## config.mk

```make
export PLATFORM = sky130hd
export DESIGN_NAME = cnt_if
export DESIGN_NICKNAME = d
export VERILOG_FILES = /design/src/rtl/cnt_pkg.sv /design/src/rtl/cnt_if.sv
export SDC_FILE = /design/constraint.sdc
export NUM_CORES = 1
export LEC_CHECK = 0
export ABC_AREA = 0
export CAP_MARGIN = 15
export CORE_AREA = 2 2 39 41
export CTS_BUF_LIST = sky130_fd_sc_hd__clkbuf_8
export CTS_CLUSTER_DIAMETER = 50
export DETAILED_ROUTE_END_ITERATION = 6
export DIE_AREA = 0 0 41 43
export DONT_BUFFER_PORTS = 1
export PLACE_DENSITY = 0.35
export SLEW_MARGIN = 20
export SYNTH_ARGS = -nofsm -noshare
export SYNTH_HDL_FRONTEND = slang
export SYNTH_SLANG_ARGS = --single-unit
```

## constraint.sdc

```tcl
create_clock -name clk -period 1.2 [get_ports clk]
set_input_delay 0.12 -clock clk [delete_from_list [all_inputs] [get_ports clk]]
set_output_delay 0.12 -clock clk [all_outputs]
set_load 0.005 [all_outputs]
```

## src/rtl/cnt_pkg.sv

```systemverilog
// Shared constants for the up/down counter block and its bench.
package cnt_pkg;
  localparam int CNT_WIDTH = 4;
endpackage

```

## src/rtl/cnt_if.sv

```systemverilog
// Free-running modulo-2^WIDTH up/down counter with synchronous load and all-ones flag.
module cnt_if
  import cnt_pkg::*;
#(
  parameter int WIDTH = CNT_WIDTH
) (
  input  logic             clk,
  input  logic             rstn,
  input  logic [WIDTH-1:0] load,
  input  logic             load_en,
  input  logic             down,
  output logic             rollover,
  output logic [WIDTH-1:0] count
);
  localparam logic [WIDTH-1:0] ONE = {{(WIDTH-1){1'b0}}, 1'b1};

  logic [WIDTH-1:0] count_q, count_d;

  // Load wins over direction; wrap is the natural modulo of the adder.
  always_comb begin
    count_d = count_q + ONE;
    if (load_en)   count_d = load;
    else if (down) count_d = count_q - ONE;
  end

  always_ff @(posedge clk or negedge rstn) begin
    if (!rstn) count_q <= '0;
    else       count_q <= count_d;
  end

  assign count    = count_q;
  assign rollover = &count_q;
endmodule

```

Yosys cells after proc, flatten, opt, wreduce, memory -nomap -nowiden
Index checks and enable logic that the tools add are counted.

Register bits after elaboration: 4. Input port bits: 8.

$add $sub $neg: 2. Multiplexer cells: 2. Reduce and logical (&&, ||, !) cells: 1.

Operators with widths (number): two-way mux 4 bit (2); adder 4 x 1 -> 4 bit, second input constant (1); AND reduction 4 bit (1); subtractor 4 x 1 -> 4 bit, second input constant (1).

Depth between registers and ports, before layout
Depth in word-level cells: 3. Gate-level depth with buffers: 4. Gate-level depth less buffers: 4.

Least setup slack after synthesis
No wires, ideal clock.

Kind: register -> register. From: register count_q[2] (netlist: count[2]). To: register count_q[3] (netlist: count[3]). Setup time: 66 ps. Arrival time: 1140 ps. Data required time: 1134 ps. Path slack: -6 ps. Cell stages (with the launch flop): 5. Path buffers: 0. Clock period less this slack: 1206 ps. Path through: dfrtp_1 > ha_1 > a21oi_1 > a211o_1 > nand3_2.

Word-level cells in the longest chain between the ends: 3. Elaborated cells on any way between the ends: 4. Classes of those cells: add/sub: 2; mux: 2.

Ends and longest elaborated chain: start, declared (RTL line cnt_if.sv:17) `logic [WIDTH-1:0] count_q, count_d;`; start signal, assigned (RTL line cnt_if.sv:28) `else count_q <= count_d;`; adder 4 x 1 -> 4 bit / subtractor 4 x 1 -> 4 bit (equally long branches) (RTL line cnt_if.sv:21, cnt_if.sv:23); two-way mux 4 bit * (RTL line cnt_if.sv:23) `else if (down) count_d = count_q - ONE;`; two-way mux 4 bit * (RTL line cnt_if.sv:22) `if (load_en) count_d = load;`; via count_d[3] (RTL line cnt_if.sv:17).

Mark *: on every way through the listed nets, which the timed path passes. The rest lies on a longest branch.

Worst setup path in the final report
Ends and elaborated chain as after synthesis.

==> metrics.txt <==
std cell rows=14; ratio of final minimum period to clock period=98.1%; hpwl dp=490 µm; Synth Instances=25; Diodes inserted=0; EDFF count, synth=0; Reg area=100 µm²; post-synthesis mux area share=4.46%; combinational share of power=29.0%; TritonCTS Sinks=4; GPL Wtd Cong=0.671; fill count=152; clock-pin slew on the worst setup and hold paths=0.03 ns; HP Start=load_en; post-route ant nets=0; number of synthesized register bits=4; setup_tns=0 ns; vias in the first global route=251; Layout Skew=0.00291 ns; Avg Inst Size Synth=10.1 µm²; RR Startpoint=count[2]; # placed instances=44; CP Max Fanout=3; DR iter-0 viols=4; core area=1380 µm²; post-placement worst setup slack=0.00580 ns; Hold Path Depth=2; maximum root-to-sink buffer count=2; FMAX=0.849 GHz; worst r2r dst=count[3]; minimum clock period=1.18 ns; Final Instance Area=392 µm²; Clk Latency, worst-skew pair=0.22 ns; critical path data arrival time=1.33 ns; Tot GR Track Use=9.98%; P_sw=176 µW; first-pass GRT wire length=1110 µm; Post-synth top flop=dfrtp_1; worst-margin pin slew=0.258 ns; RSZ-0062 raised after global routing=yes; post-DR wirelength/cell=12.1 µm; worst reg2reg path depth=4; initial core utilization=18.3%; flop2flop setup slack=0.02 ns; cell internal pwr=480 µW; Slew headroom=82.7%; ys async rst share=100%; CP endpoint kind=register; DIE AREA=1760 µm²; width of the die=41 µm; area share of the largest cell type after synthesis=39.6%; antenna violations before repair=0; simple-gate share of the synthesized area=17.3%; synth-to-layout area growth=55.0%; via count=224; peak supply drop=0.000653 V; # IOs=13; Post-Route Utilization=28.3%; total power divided by cell area=1670 nW/µm²; H-tree level count=1; Unique masters post-synth=14; Adder-Cell Fraction of Synth Area=17.8%; Inserted Clock Buffers=3; max reg flops=4; dpl cell area=308 µm²; Die Ht=43 µm; startpoint types=register; fin cells=51; part of the power in registers=28.2%; Sw Share=26.8%; # setup viols final=0; outcome=complete, no violations; layout cells sized above 1=37.1%; Net count, final=48; HP Class=in2reg; Synth Area in Compound Gates=9.41%; vias per inst=4.39; area leader, netlist=dfrtp_1; Multi-input gate area=161 µm²; Synth Warn #=0; Buffers on Ports=0; total congestion overflow=0; MaxCap Viol Count=0; Post-Syn Area=253 µm²; CTS tree=built; Leak Pwr=0.000178 µW; Max Slew Vio Count=0; dominant combinational cell family by area after synthesis=adder cells; WHS Endpoint=count[1]; # DRC=0; post-synthesis xor/xnor area fraction=6.93%; PnR worst setup slack=0.0224 ns; Fin. Hold Viols=0; top post-synthesis cells by area=dfrtp_1, ha_1, fa_1; Worst EP required=1.35 ns; Syn Nets=36; first-pass detailed-route iteration total=2; clock share of power=42.8%; largest net degree at the start of global routing=8; post-synthesis sequential area ratio=39.6%; clock root cell=clkbuf_8; total routed wirelength=615 µm; crit path kind=reg2reg
==> synthesized netlist by cell type, types with 2 or more instances <==
master   count
xor2_1       2
dfrtp_1      4
o21ai_1      2
ha_1         2
inv_1        3
nand2_1      4
==> worst max-delay path, cell delays in order, from the launching register on <==
cell	delay, ns
dfrtp_1	0.40
ha_4	0.29
nand3_2	0.06
a211o_1	0.30
nand3_2	0.05
==> cells by family (layout without fill, tap and decap cells) <==
family,Yosys count,count (layout)
flops,4,4
mux,1,1
compound gates,4,4
buf+inv,3,13
simple gates,8,8
xor+xnor,2,2
fa+ha+maj,3,3
==> layout make-up <==
class                      count  share of cell area (%)
timing repair buffer           7                    14.7
tap                           16                    5.11
clock buffer                   3                    10.5
multi-input combinational     18                    41.2
inverter                       3                    2.88
sequential                     4                    25.6
==> cells in the final DEF (no fill, tap or decap) <==
cell           synthesis  routed
dfrtp_1                4       4
nor3_1                 1       1
inv_1                  3       2
xor2_1                 2       2
mux2_1                 1       1
inv_2                  0       1
dlygate4sd3_1          0       2
fa_2                   0       1
nand4b_1               1       1
nand2_1                4       4
clkbuf_8               0       3
a21oi_1                1       1
a211o_1                1       1
ha_4                   0       1
ha_1                   2       1
o21ai_1                2       2
buf_4                  0       5
nand3_2                1       2
==> worst max-delay path by stage <==
| stage | start | slack [ns] | depth (start not counted) | end |
|---|---|---|---|---|
| CTS | count[2] | 0.006 | 4 | count[3] |
| global placement | count[2] | 0.01 | 4 | count[3] |
| floorplan | count[2] | 0.02 | 4 | count[3] |
| global route | count[2] | -0.03 | 3 | rollover |
| detailed placement | count[2] | 0.006 | 4 | count[3] |
| finish | count[2] | 0.02 | 4 | count[3] |
==> metrics by stage <==
stage          total power [µW]  hold WS, ns
2_1_floorplan               285       -0.176
3_3_place_gp                336       -0.175
3_5_place_dp                338       -0.175
4_1_cts                     649       0.0282
5_1_grt                     711       0.0401
6_report                    656       0.0330
==> timing repair <==
item	4_1_cts	5_1_grt
buffers inserted	1	1
resized for setup	0	3
pin swaps	1	5
setup endpoints to repair	1	3
endpoints found under the hold margin	6	0
hold buffers	2	0
==> layer usage <==
metal	track usage (%)	up-vias	part of all wire, %
met5	0	-	0
met4	10.0	0	1.3
met3	3.66	2	10
met2	12.5	8	49
met1	12.1	106	39
li1	-	108	-
==> power groups by stage <==
stage	clock network [µW]	logic, µW	registers [µW]
2_1_floorplan	0	97.8	187
5_1_grt	303	219	189
3_5_place_dp	0	151	188
3_3_place_gp	0	148	187
4_1_cts	290	173	187
6_report	280	190	185
(Power assumes the default switching activity.)
